$ cat src/rtl/lr_pkg.sv
// Shared definitions for the linear-regression sequencing controller.
//   - lr_state_e : controller states, one per pass/strobe phase.
//   - lr_regs_t  : one bit per datapath register (used for clr and ld).
//   - lr_strobe_t: the complete clear/load strobe set.
//   - lr_decode  : maps a state to the strobes that state asserts.
package lr_pkg;

  localparam int unsigned LR_N_SAMPLES = 150;
  localparam int unsigned LR_ADDR_W    = 8;

  typedef enum logic [3:0] {
    IDLE,
    INIT,
    SUM,
    MEAN,
    COV,
    B1,
    B0,
    ERR,
    DONE
  } lr_state_e;

  typedef struct packed {
    logic psumx;
    logic psumy;
    logic meanx;
    logic meany;
    logic sumxx;
    logic sumxy;
    logic b0;
    logic b1;
  } lr_regs_t;

  typedef struct packed {
    lr_regs_t clr;
    lr_regs_t ld;
  } lr_strobe_t;

  // States that walk the sample memory.
  function automatic logic lr_is_count_state(input lr_state_e s);
    return (s == SUM) || (s == COV) || (s == ERR);
  endfunction

  // Each state owns at most one strobe group, so clears and loads can
  // never overlap and no two load groups fire together.
  function automatic lr_strobe_t lr_decode(input lr_state_e s);
    lr_strobe_t st;
    st = '0;
    case (s)
      INIT: st.clr = '1;
      SUM: begin
        st.ld.psumx = 1'b1;
        st.ld.psumy = 1'b1;
      end
      MEAN: begin
        st.ld.meanx = 1'b1;
        st.ld.meany = 1'b1;
      end
      COV: begin
        st.ld.sumxx = 1'b1;
        st.ld.sumxy = 1'b1;
      end
      B1:      st.ld.b1 = 1'b1;
      B0:      st.ld.b0 = 1'b1;
      default: st = '0;
    endcase
    return st;
  endfunction

endpackage

$ cat src/rtl/lr_addr_counter.sv
// Modulo-N sample address counter.
//   clk, rst : rising-edge clock, synchronous active-high reset
//   clr      : force the address to 0 (takes priority over en)
//   en       : advance by one, wrapping N-1 -> 0
//   addr     : current sample index (registered)
//   last     : addr == N-1
module lr_addr_counter
  import lr_pkg::*;
#(
  parameter int unsigned N_SAMPLES = LR_N_SAMPLES,
  parameter int unsigned ADDR_W    = LR_ADDR_W
) (
  input  logic              clk,
  input  logic              rst,
  input  logic              clr,
  input  logic              en,
  output logic [ADDR_W-1:0] addr,
  output logic              last
);

  localparam logic [ADDR_W-1:0] LAST_ADDR = ADDR_W'(N_SAMPLES - 1);

  logic [ADDR_W-1:0] addr_q;
  logic [ADDR_W-1:0] addr_d;

  always_comb begin
    addr_d = addr_q;
    if (clr) begin
      addr_d = '0;
    end else if (en) begin
      addr_d = (addr_q == LAST_ADDR) ? '0 : addr_q + ADDR_W'(1);
    end
  end

  always_ff @(posedge clk) begin
    if (rst) begin
      addr_q <= '0;
    end else begin
      addr_q <= addr_d;
    end
  end

  assign addr = addr_q;
  assign last = (addr_q == LAST_ADDR);

endmodule

$ cat src/rtl/lr_seq_ctrl.sv
// Sequencing controller for the linear-regression datapath.
// A fit runs on request in three passes over the sample set (sums,
// covariance, error) with single-cycle mean/B1/B0 load steps between.
//   clk, rst      : rising-edge clock, synchronous active-high reset
//   start         : request a fit; only looked at while idle
//   busy          : high in every state except IDLE
//   done          : one-cycle pulse when the error pass has finished
//   addr          : sample index to the sample memories
//   err_valid     : datapath error output valid for current addr
//   clr_* / ld_*  : datapath register clear / load strobes
// All outputs are registered and depend only on controller state.
module lr_seq_ctrl
  import lr_pkg::*;
#(
  parameter int unsigned N_SAMPLES = LR_N_SAMPLES,
  parameter int unsigned ADDR_W    = LR_ADDR_W
) (
  input  logic              clk,
  input  logic              rst,
  input  logic              start,
  output logic              busy,
  output logic              done,
  output logic [ADDR_W-1:0] addr,
  output logic              err_valid,
  output logic              clr_psumx,
  output logic              clr_psumy,
  output logic              clr_meanx,
  output logic              clr_meany,
  output logic              clr_sumxx,
  output logic              clr_sumxy,
  output logic              clr_B0,
  output logic              clr_B1,
  output logic              ld_psumx,
  output logic              ld_psumy,
  output logic              ld_meanx,
  output logic              ld_meany,
  output logic              ld_sumxx,
  output logic              ld_sumxy,
  output logic              ld_B0,
  output logic              ld_B1
);

  lr_state_e  state_q, state_d;
  lr_strobe_t strb_q, strb_d;
  logic       busy_q, busy_d;
  logic       done_q, done_d;
  logic       err_valid_q, err_valid_d;

  logic cnt_clr;
  logic cnt_en;
  logic cnt_last;

  // The counter runs only in pass states and is held at 0 elsewhere, so
  // every pass enters at 0; the wrap on the exit cycle also lands on 0.
  assign cnt_en  = lr_is_count_state(state_q);
  assign cnt_clr = ~cnt_en;

  lr_addr_counter #(
    .N_SAMPLES (N_SAMPLES),
    .ADDR_W    (ADDR_W)
  ) u_addr_counter (
    .clk  (clk),
    .rst  (rst),
    .clr  (cnt_clr),
    .en   (cnt_en),
    .addr (addr),
    .last (cnt_last)
  );

  always_comb begin
    state_d = state_q;
    case (state_q)
      IDLE:    if (start) state_d = INIT;
      INIT:    state_d = SUM;
      SUM:     if (cnt_last) state_d = MEAN;
      MEAN:    state_d = COV;
      COV:     if (cnt_last) state_d = B1;
      B1:      state_d = B0;
      B0:      state_d = ERR;
      ERR:     if (cnt_last) state_d = DONE;
      DONE:    state_d = IDLE;
      default: state_d = IDLE;
    endcase

    // Outputs are decoded from the next state and registered, so they
    // line up with state_q in the cycle that state is occupied.
    strb_d      = lr_decode(state_d);
    busy_d      = (state_d != IDLE);
    done_d      = (state_d == DONE);
    err_valid_d = (state_d == ERR);
  end

  always_ff @(posedge clk) begin
    if (rst) begin
      state_q     <= IDLE;
      strb_q      <= '0;
      busy_q      <= 1'b0;
      done_q      <= 1'b0;
      err_valid_q <= 1'b0;
    end else begin
      state_q     <= state_d;
      strb_q      <= strb_d;
      busy_q      <= busy_d;
      done_q      <= done_d;
      err_valid_q <= err_valid_d;
    end
  end

  assign busy      = busy_q;
  assign done      = done_q;
  assign err_valid = err_valid_q;

  assign clr_psumx = strb_q.clr.psumx;
  assign clr_psumy = strb_q.clr.psumy;
  assign clr_meanx = strb_q.clr.meanx;
  assign clr_meany = strb_q.clr.meany;
  assign clr_sumxx = strb_q.clr.sumxx;
  assign clr_sumxy = strb_q.clr.sumxy;
  assign clr_B0    = strb_q.clr.b0;
  assign clr_B1    = strb_q.clr.b1;

  assign ld_psumx  = strb_q.ld.psumx;
  assign ld_psumy  = strb_q.ld.psumy;
  assign ld_meanx  = strb_q.ld.meanx;
  assign ld_meany  = strb_q.ld.meany;
  assign ld_sumxx  = strb_q.ld.sumxx;
  assign ld_sumxy  = strb_q.ld.sumxy;
  assign ld_B0     = strb_q.ld.b0;
  assign ld_B1     = strb_q.ld.b1;

endmodule

$ cat config.mk
export PLATFORM = sky130hd
export DESIGN_NAME = lr_seq_ctrl
export DESIGN_NICKNAME = d
export VERILOG_FILES = /design/src/rtl/lr_pkg.sv /design/src/rtl/lr_addr_counter.sv /design/src/rtl/lr_seq_ctrl.sv
export SDC_FILE = /design/constraint.sdc
export NUM_CORES = 1
export LEC_CHECK = 0
export ABC_AREA = 1
export CORE_MARGIN = 2
export CORE_UTILIZATION = 48
export CTS_BUF_LIST = sky130_fd_sc_hd__clkbuf_8 sky130_fd_sc_hd__clkbuf_16
export CTS_CLUSTER_SIZE = 24
export DETAILED_ROUTE_END_ITERATION = 7
export PLACE_DENSITY_LB_ADDON = 0.3
export SLEW_MARGIN = 20
export SYNTH_ARGS = -nofsm -noshare
export SYNTH_HDL_FRONTEND = slang
export SYNTH_SLANG_ARGS = --single-unit
$ cat constraint.sdc
create_clock -name clk -period 2.87 [get_ports clk]
set_input_delay 0.574 -clock clk [delete_from_list [all_inputs] [get_ports clk]]
set_output_delay 0.574 -clock clk [all_outputs]
set_load 0.02 [all_outputs]
==> metrics.md, run 1 <==
| Metric | Value |
|---|---|
| Crit-path slowest cell | `clkdlybuf4s50_1` |
| Syn Nets | `128` |
| Via/cell ratio | `4.520` |
| Die ar. | `0.002413 mm^2` |
| Cells after Synth | `approximately 120` |
| Status | `completed` |
| Peak supply drop | `0.3874 mV` |
| Clock skew | `roughly 0.5 ps` |
| DR pass1 iterations | `4` |
| P per Cell Area | `460.3 mW/mm^2` |
| Worst min path class | `flip-flop to flip-flop` |
| Post-Syn Area | `977.2 um^2` |
| Slowest Stage Delay on Critical Path | `650 ps` |
| Syn_area_per_cell | `7.945 um^2` |
| Number of global-route vias before repair | `728` |
| Placed cell count | `169` |
| Startpoint types | `flip-flop` |
| Leak | `0.5066 nW` |
| Antenna fix cells | `0` |
| Worst setup EP type | `output pin` |
| CTS max path bufs | `2` |
| Startpoint of the worst-slack reg-to-reg timing path | `u_addr_counter.addr[0]` |
| Multi-input gate area | `410.4 um^2` |
| RSZ-0062 raised after global routing | `no` |
| Reg-to-reg endpoint | `busy` |
| Number of nets in the layout | `152` |
| Reg area | `420.4 um^2` |
| Hold Crit Endpoint | `u_addr_counter.addr[0]` |
| Hold path start | `u_addr_counter.addr[0]` |
| Slew HR | `78.87%` |
| Yosys warning count | `0` |
| Fillers | `172` |
| Cts repair resizes | `0` |
| Final Max Slew Viols | `0` |
| Required time of the critical path | `between 2000 and 2500 ps` |
| Area of the core | `between 0.0015 and 0.002 mm^2` |
| I/O pin total | `30` |
| R2R depth | `10` |
| Remaining global-route overflow | `0` |
| Initial core utilization | `between 50% and 60%` |
| CTS buffer count | `3` |
| Clock-pin slew on the worst setup and hold paths | `70 ps` |
| # clock sinks | `21` |
| First-pass GRT wire length | `2939 um` |
| Sequential area share after synthesis | `between 40% and 50%` |
| Row count | `16` |
| Synthesis-stage register bit count | `21` |
| Synth cell types | `22` |
| Cell Chain, Critical Path | `clkdlybuf4s50_1` |
| Max cap viols | `0` |
| Layout Area Growth over Synthesis | `30.09%` |
| Cell family with most CP delay | `buffers and inverters` |
| Via Count | `782` |
| Antenna-violating nets left | `0` |
| Worst setup margin | `939.8 ps` |
| Detailed Route Iter0 Violations | `4` |
| Tcrit/Tclk final | `67.25%` |
| Crit. Startpoint | `u_addr_counter.addr[2]` |
| Post-DP HPWL | `around 1300 um` |
| Final WL | `1654 um` |
| Final hold vios | `0` |
| Crit Path Max Fanout | `7` |
| Share of post-route cells with drive strength above 1 | `14.38%` |
| Die Y | `49.12 um` |
| Die width | `between 40 and 50 um` |
| Total track usage | `15.17%` |
| Critical Path AT | `roughly 1400 ps` |
| # setup viols final | `0` |
| Buffer and inverter count on the worst path | `1` |
| CTS tree | `done` |
| Achievable Freq | `0.5181 GHz` |
| Hold depth | `1` |
| Number of port buffers | `29` |
| Final Critical Period | `roughly 1900 ps` |
| H-Tree Depth | `1` |
| Type of the worst setup path | `flip-flop to output pin` |
| Largest net degree at the start of global routing | `12` |
| GP Congestion | `0.7375` |
| Postcts setup bufs | `0` |
| Skew-Pair Late Insertion Delay | `250 ps` |
| Post-Place Worst Slack | `approximately 1100 ps` |
| Root Driver | `clkbuf_8` |
| WL/cell | `roughly 9.6 um` |
| Remaining DRCs | `0` |
| R2R setup slack | `1380 ps` |
| Hold Buf Count CTS | `0` |
| Non-filler cells in the finished layout | `173` |
| Setup_tns | `0 ps` |
| Initial antenna violation count | `0` |
| Worst-Margin Slew | `~320 ps` |
## final cells by class
type                            count  area share, %
Timing Repair Buffer               29          22.83
Sequential cell                    21          33.07
Clock buffer                        3          3.248
Clock inverter                      1         0.2953
Tap cell                           27          2.657
Inverter                           19          5.610
Multi-Input combinational cell     73          32.28
## worst reg2reg max path, delay by kind of cell (launching register included)
| kind | cells | cell delay (ps) |
|---|---|---|
| buf+inv | 2 | 140 |
| flops | 1 | 420 |
| simple gates | 7 | 640 |
| fa+ha+maj | 1 | 190 |
## worst max-delay path by stage
stage,endpoint,slack (ps),depth (start not counted)
final,addr[2],940,1
after global routing,addr[2],880,1
after CTS,addr[2],930,1
after detailed placement,u_addr_counter.addr[5],1100,5
after global placement,u_addr_counter.addr[5],1140,5
after floorplan,busy,1380,10
## cells in the final DEF, fill, tap and decap left out, types with 2 or more instances in the layout
cell             count
o21a_1               2
clkdlybuf4s50_1     29
nand2_1             19
clkbuf_8             3
xor2_1               2
inv_2                4
nor2_2               2
nand3_2              2
nand2_4              2
nand3_1              6
ha_1                 2
inv_1               16
o21ai_0              2
nor2_1              14
a21oi_1              4
nor3_2               3
nor3_1               6
nand2_2              3
dfxtp_1             21
## per-stage QoR
| stage | util [%] | hold slack (ps) | area [um^2] | power [mW] |
|---|---|---|---|---|
| floorplan | - | 542.6 | 977.2 | 0.3836 |
| global placement | 63.14 | 486.4 | 1226 | 0.4098 |
| detailed placement | 63.14 | 481.5 | 1226 | 0.4116 |
| CTS | 65.46 | 501.5 | 1271 | 0.5921 |
| global route | 65.46 | 524.2 | 1271 | 0.6144 |
| finish | 65.46 | 500.9 | 1271 | 0.5852 |
## kinds of logic after synthesis
group                      Yosys count  synth area share, %
and+or+nand+nor                     59                31.24
adders and majority gates            2                2.560
xor gates and xnor gates             3                2.689
buffers and inverters               29                14.98
AOI/OAI and AO/OA                    9                5.506
DFF                                 21                43.02
## synth_stat cells (all sizes together)
cell type   n  area share (%)
a21oi       4             2.0
nor2       17             7.8
inv        19             7.3
buf        10             7.7
o21ai       3             1.9
dfxtp      21              43
nand3       8             5.1
o21a        2             1.5
ha          2             2.6
xnor2       1            0.90
nand2      24              12
xor2        2             1.8
nor3        9             6.1
nand4       1            0.64
## flip-flops by register name, summed over array words and instances (netlist names)
name                 flops
state_q                  4
u_addr_counter.addr      8
ld_B0                    1
ld_meanx                 1
err_valid                1
ld_sumxx                 1
clr_psumx                1
busy                     1
ld_psumx                 1
ld_B1                    1
done                     1
## routing by layer
metal	up-vias	GRT usage, %	routed length (um)
met4	0	4.286	12
met2	19	25.00	757
met5	-	0	0
li1	417	-	-
met1	344	20.04	823
met3	2	3.067	62
## where the power goes
group | internal (mW) | switching (mW)
Sequential | 0.300 | 0.00697
Clock | 0.0949 | 0.0855
Combinational | 0.0407 | 0.0569
Total | 0.436 | 0.149
Power figures use the tool's default switching activity.
==> run 2: changes to the inputs <==
- CORE_UTILIZATION: 48 -> 45
- clock period: 2.87 -> 1.9 ns (I/O delays scaled with it)
==> metrics.md, run 2 (synthesized netlist as in run 1, its figures left out) <==
| Metric | Value |
|---|---|
| CTS tree | `done` |
| DR pass1 iterations | `3 (-1)` |
| Detailed Route Iter0 Violations | `15 (+11)` |
| Die Y | `50.60 um (+3.0%)` |
| Switching Share | `26.86% (+1.3 points)` |
| Total track usage | `15.88% (+0.71 points)` |
| Antenna fix cells | `0 (unchanged)` |
| Reg-to-reg endpoint | `ld_B0` |
| Final WL | `1770 um (+7.0%)` |
| Clock-pin slew on the worst setup and hold paths | `70 ps (about the same)` |
| Number of flip-flops under the largest register name | `8 (unchanged)` |
| Root Driver | `clkbuf_8` |
| Die ar. | `0.002560 mm^2 (+6.1%)` |
| GP Congestion | `0.8803 (+19%)` |
| Max cap viols | `0 (unchanged)` |
| CTS max path bufs | `2 (unchanged)` |
| Post-route cell area | `0.001272 mm^2 (about the same)` |
| R2R depth | `8 (-2)` |
| Number of nets in the layout | `152 (unchanged)` |
| WL/cell | `10.23 um (+7.0%)` |
| Hold path start | `u_addr_counter.addr[0]` |
| I/O pin total | `30 (unchanged)` |
| Number of port buffers | `29 (unchanged)` |
| H-Tree Depth | `1 (unchanged)` |
| Leak | `0.5052 nW (-0.28%)` |
| Remaining DRCs | `0 (unchanged)` |
| Cell family with most CP delay | `buffers and inverters` |
| CTS buffer count | `3 (unchanged)` |
| Final Critical Period | `1765 ps` |
| Slew HR | `74.42% (-4.4 points)` |
| Final Max Slew Viols | `0 (unchanged)` |
| Buffer and inverter count on the worst path | `1 (unchanged)` |
| Initial antenna violation count | `0 (unchanged)` |
| Achievable Freq | `0.5665 GHz` |
| Row count | `16 (unchanged)` |
| Layout Area Growth over Synthesis | `30.22% (about the same)` |
| Highest-count cells in the layout ignoring fill and taps | `29 x clkdlybuf4s50_1, 21 x dfxtp_1, 19 x nand2_1` |
| Worst setup margin | `134.7 ps (-805.1 ps)` |
| Critical Path AT | `1390 ps (+30 ps)` |
| Type of the worst setup path | `flip-flop to output pin` |
| Overall power | `0.9035 mW (+54%)` |
| R2R setup slack | `380 ps (-1000 ps)` |
| Area of the core | `0.002002 mm^2 (+3.1%)` |
| Worst-Margin Slew | `383.6 ps (+66.65 ps)` |
| Hold Crit Endpoint | `u_addr_counter.addr[0]` |
| Largest net degree at the start of global routing | `13 (+1)` |
| Antenna-violating nets left | `0 (unchanged)` |
| Top sig layer | `met4` |
| Post-Place Worst Slack | `343.3 ps (-755.4 ps)` |
| Placed cell count | `169 (unchanged)` |
| Slowest Stage Delay on Critical Path | `660 ps (about the same)` |
| Post-DP HPWL | `1343 um (-0.44%)` |
| WHS | `521.2 ps (+20.33 ps)` |
| Post-layout util | `63.56% (-1.9 points)` |
| Hold depth | `1 (unchanged)` |
| Placed instance area | `0.001226 mm^2 (unchanged)` |
| First-pass GRT wire length | `3132 um (+6.6%)` |
| Via/cell ratio | `4.590 (+1.5%)` |
| Clock skew | `0.8801 ps (+0.3782 ps)` |
| Clock share of power | `32.3% (+1.5 points)` |
| Cts repair resizes | `0 (unchanged)` |
| # clock sinks | `21 (unchanged)` |
| Number of global-route vias before repair | `754 (+3.6%)` |
| P per Cell Area | `710.0 mW/mm^2 (+54%)` |
| Skew-Pair Late Insertion Delay | `260 ps (about the same)` |
| Non-filler cells in the finished layout | `173 (unchanged)` |
| Startpoint types | `flip-flop` |
| Flop pwr share | `51.3% (-1.2 points)` |
| Die width | `50.60 um (+3.0%)` |
| Required time of the critical path | `1520 ps (-780 ps)` |
| # setup viols final | `0 (unchanged)` |
| Tcrit/Tclk final | `92.91%` |
| RSZ-0062 raised after global routing | `no` |
| Combinational fraction of design power | `16.4% (-0.3 points)` |
| Worst min path class | `flip-flop to flip-flop` |
| Most common cell after layout, fill and taps aside | `clkdlybuf4s50_1` |
| Share of post-route cells with drive strength above 1 | `15.07% (+0.68 points)` |
| Met3 Wirelength | `104 um (+68%)` |
| Pint | `0.6608 mW (+52%)` |
| Status | `completed` |
| Switching power | `0.2427 mW (+62%)` |
| Cell Chain, Critical Path | `clkdlybuf4s50_1` |
| Startpoint of the worst-slack reg-to-reg timing path | `u_addr_counter.addr[0]` |
| Initial core utilization | `48.81% (-1.5 points)` |
| Met2 WL post-DR | `844 um (+11%)` |
| Hold Buf Count CTS | `0 (unchanged)` |
| Peak supply drop | `0.5881 mV (+52%)` |
| Final hold vios | `0 (unchanged)` |
| Setup_tns | `0 ps (unchanged)` |
| Crit Path Max Fanout | `7 (unchanged)` |
| Crit-path slowest cell | `clkdlybuf4s50_1` |
| Met1 Wirelength | `812 um (-1.3%)` |
| Postcts setup bufs | `0 (unchanged)` |
| Worst setup EP type | `output pin` |
| Via Count | `794 (+1.5%)` |
| Remaining global-route overflow | `0 (unchanged)` |
run 2: area by class of cell:
class | count | area (um^2)
fillers | 183 | 729.5
inverters | 19 | 71.32
flip-flops and latches | 21 | 420.4
clock inverters | 1 | 5.005
well taps | 27 | 33.78
clock buffers | 3 | 41.29
repair buffers | 29 | 290.3
multi-input cells | 73 | 410.4
run 2: metal layers:
layer	vias up	track usage (%)
met5	-	0
met4	0	4.054
met3	2	4.762
met2	20	27.63
met1	352	18.93
li1	420	-
run 2: worst max path at each step:
| stage | startpoint | to | slack, ps | cells past startpoint |
|---|---|---|---|---|
| after floorplan | u_addr_counter.addr[0] | busy | 410 | 10 |
| after global placement | rst | u_addr_counter.addr[7] | 370 | 5 |
| after detailed placement | rst | u_addr_counter.addr[5] | 340 | 5 |
| after CTS | u_addr_counter.addr[2] | addr[2] | 120 | 1 |
| after global routing | u_addr_counter.addr[2] | addr[2] | 80 | 1 |
| final | u_addr_counter.addr[2] | addr[2] | 130 | 1 |
run 2: power groups by stage:
| stage | clock (mW) | sequential [mW] | combinational [mW] |
|---|---|---|---|
| floorplan | 0 | 0.485 | 0.0948 |
| global placement | 0 | 0.474 | 0.146 |
| detailed placement | 0 | 0.474 | 0.147 |
| CTS | 0.299 | 0.464 | 0.149 |
| global route | 0.320 | 0.466 | 0.161 |
| finish | 0.292 | 0.464 | 0.148 |
==> run 3: changes to the inputs <==
- RECOVER_POWER: default -> 100
==> metrics.md, run 3 (synthesized netlist as in run 1, its figures left out) <==
| Metric | Value |
|---|---|
| Initial core utilization | `48.81% (unchanged)` |
| Number of flip-flops under the largest register name | `8 (unchanged)` |
| Share of post-route cells with drive strength above 1 | `8.904% (-6.2 points)` |
| Required time of the critical path | `1520 ps (about the same)` |
| Startpoint types | `flip-flop` |
| R2R depth | `10 (+2)` |
| Highest-count cells in the layout ignoring fill and taps | `27 x dlygate4sd3_1, 21 x nand2_1, 21 x dfxtp_1` |
| Skew-Pair Late Insertion Delay | `260 ps (about the same)` |
| Critical Path AT | `1390 ps (about the same)` |
| Area of the core | `0.002002 mm^2 (unchanged)` |
| Final Max Slew Viols | `0 (unchanged)` |
| Root Driver | `clkbuf_8` |
| Clock share of power | `32.8% (+0.5 points)` |
| Fillers | `186 (+1.6%)` |
| Leak | `0.5830 nW (+15%)` |
| First-pass GRT wire length | `3132 um (unchanged)` |
| Antenna fix cells | `0 (unchanged)` |
| RSZ-0062 raised after global routing | `no` |
| # clock sinks | `21 (unchanged)` |
| Reg area | `420.4 um^2 (unchanged)` |
| Non-filler cells in the finished layout | `173 (unchanged)` |
| P per Cell Area | `715.5 mW/mm^2 (+0.78%)` |
| CTS tree | `done` |
| WL/cell | `10.20 um (-0.34%)` |
| Type of the worst setup path | `flip-flop to output pin` |
| Crit Path Max Fanout | `6 (-1)` |
| Startpoint of the worst-slack reg-to-reg timing path | `u_addr_counter.addr[0]` |
| Placed instance area | `0.001226 mm^2 (unchanged)` |
| Flop pwr share | `52.3% (+1.0 points)` |
| Placed cell count | `169 (unchanged)` |
| Post-DP HPWL | `1343 um (unchanged)` |
| Tcrit/Tclk final | `92.97% (about the same)` |
| Buffer and inverter count on the worst path | `1 (unchanged)` |
| Pint | `0.6493 mW (-1.7%)` |
| Hold Buf Count CTS | `0 (unchanged)` |
| Die ar. | `0.002560 mm^2 (unchanged)` |
| Final hold vios | `0 (unchanged)` |
| Remaining DRCs | `0 (unchanged)` |
| Total track usage | `15.88% (unchanged)` |
| Cell family with most CP delay | `buffers and inverters` |
| Die width | `50.60 um (unchanged)` |
| Setup_tns | `0 ps (unchanged)` |
| DR pass1 iterations | `4 (+1)` |
| Number of nets in the layout | `152 (unchanged)` |
| Slowest Stage Delay on Critical Path | `700 ps (+40 ps)` |
| Multi-input gate area | `374.1 um^2 (-8.8%)` |
| Number of global-route vias before repair | `754 (unchanged)` |
| CTS buffer count | `3 (unchanged)` |
| Final WL | `1764 um (-0.34%)` |
| Switching power | `0.2352 mW (-3.1%)` |
| Max cap viols | `0 (unchanged)` |
| Overall power | `0.8846 mW (-2.1%)` |
| Initial antenna violation count | `0 (unchanged)` |
| Clock-pin slew on the worst setup and hold paths | `70 ps (about the same)` |
| Via Count | `795 (+0.13%)` |
| Critical path endpoint | `addr[0]` |
| H-Tree Depth | `1 (unchanged)` |
| Crit-path slowest cell | `dlygate4sd3_1` |
| Slew HR | `59.83% (-15 points)` |
| Stages on worst setup path | `1 (unchanged)` |
| Final Critical Period | `1766 ps (+1.148 ps)` |
| Peak supply drop | `0.5772 mV (-1.9%)` |
| Remaining global-route overflow | `0 (unchanged)` |
| # setup viols final | `0 (unchanged)` |
| GP Congestion | `0.8803 (unchanged)` |
| Reg-to-reg endpoint | `busy` |
| Switching Share | `26.59% (-0.27 points)` |
| Status | `completed` |
| Most common cell after layout, fill and taps aside | `dlygate4sd3_1` |
| Worst min path class | `flip-flop to flip-flop` |
| Via/cell ratio | `4.595 (+0.13%)` |
| Cell Chain, Critical Path | `dlygate4sd3_1` |
| Combinational fraction of design power | `14.8% (-1.6 points)` |
| Achievable Freq | `0.5661 GHz (about the same)` |
| Die Y | `50.60 um (unchanged)` |
| Number of port buffers | `29 (unchanged)` |
| Detailed Route Iter0 Violations | `10 (-5)` |
| Largest net degree at the start of global routing | `13 (unchanged)` |
| Crit. Startpoint | `u_addr_counter.addr[0]` |
| WHS | `518.2 ps (-3.001 ps)` |
| Worst setup EP type | `output pin` |
| Row count | `16 (unchanged)` |
| Cts repair resizes | `0 (unchanged)` |
| Antenna-violating nets left | `0 (unchanged)` |
| Postcts setup bufs | `0 (unchanged)` |
| Post-route cell area | `0.001236 mm^2 (-2.9%)` |
| Worst-Margin Slew | `598.6 ps (+214.9 ps)` |
| R2R setup slack | `300 ps (-80 ps)` |
| Clock skew | `2.163 ps (+1.283 ps)` |
| I/O pin total | `30 (unchanged)` |
| Layout Area Growth over Synthesis | `26.50%` |
| CTS max path bufs | `2 (unchanged)` |
run 3: power groups by stage:
stage / combinational, mW / sequential (mW) / clock [mW]
after global placement: 0.146 / 0.474 / 0
after floorplan: 0.0948 / 0.485 / 0
after detailed placement: 0.147 / 0.474 / 0
after CTS: 0.149 / 0.464 / 0.299
after global routing: 0.144 / 0.465 / 0.320
final: 0.131 / 0.463 / 0.290
run 3: layout make-up:
class                           count  share of cell area, %
Clock buffer                        3                  3.340
Sequential cell                    21                  34.01
Multi-Input combinational cell     73                  30.26
Clock inverter                      1                 0.4049
Inverter                           19                  5.769
Tap cell                           27                  2.733
Timing Repair Buffer               29                  23.48
run 3: through the flow:
stage                     setup slack [ps]  utilization [%]
after floorplan                      405.8                -
after global placement               373.6            61.25
after detailed placement             343.3            61.25
after CTS                            118.6            63.56
after global routing                 44.95            61.75
final                                133.5            61.75
run 3: metal layers:
| metal | track usage [%] | routed length [um] | up-vias |
|---|---|---|---|
| met5 | 0 | 0 | - |
| met4 | 4.054 | 8 | 0 |
| met3 | 4.762 | 104 | 2 |
| met2 | 27.63 | 845 | 20 |
| met1 | 18.93 | 805 | 355 |
| li1 | - | - | 418 |
run 3: worst min path at each step:
stage	startpoint	to	slack [ps]	depth (start not counted)
CTS	u_addr_counter.addr[0]	u_addr_counter.addr[0]	530	1
detailed placement	u_addr_counter.addr[0]	u_addr_counter.addr[0]	510	1
global route	u_addr_counter.addr[0]	u_addr_counter.addr[0]	560	1
floorplan	rst	clr_psumx	450	1
finish	u_addr_counter.addr[0]	u_addr_counter.addr[0]	520	1
global placement	u_addr_counter.addr[0]	u_addr_counter.addr[0]	500	1
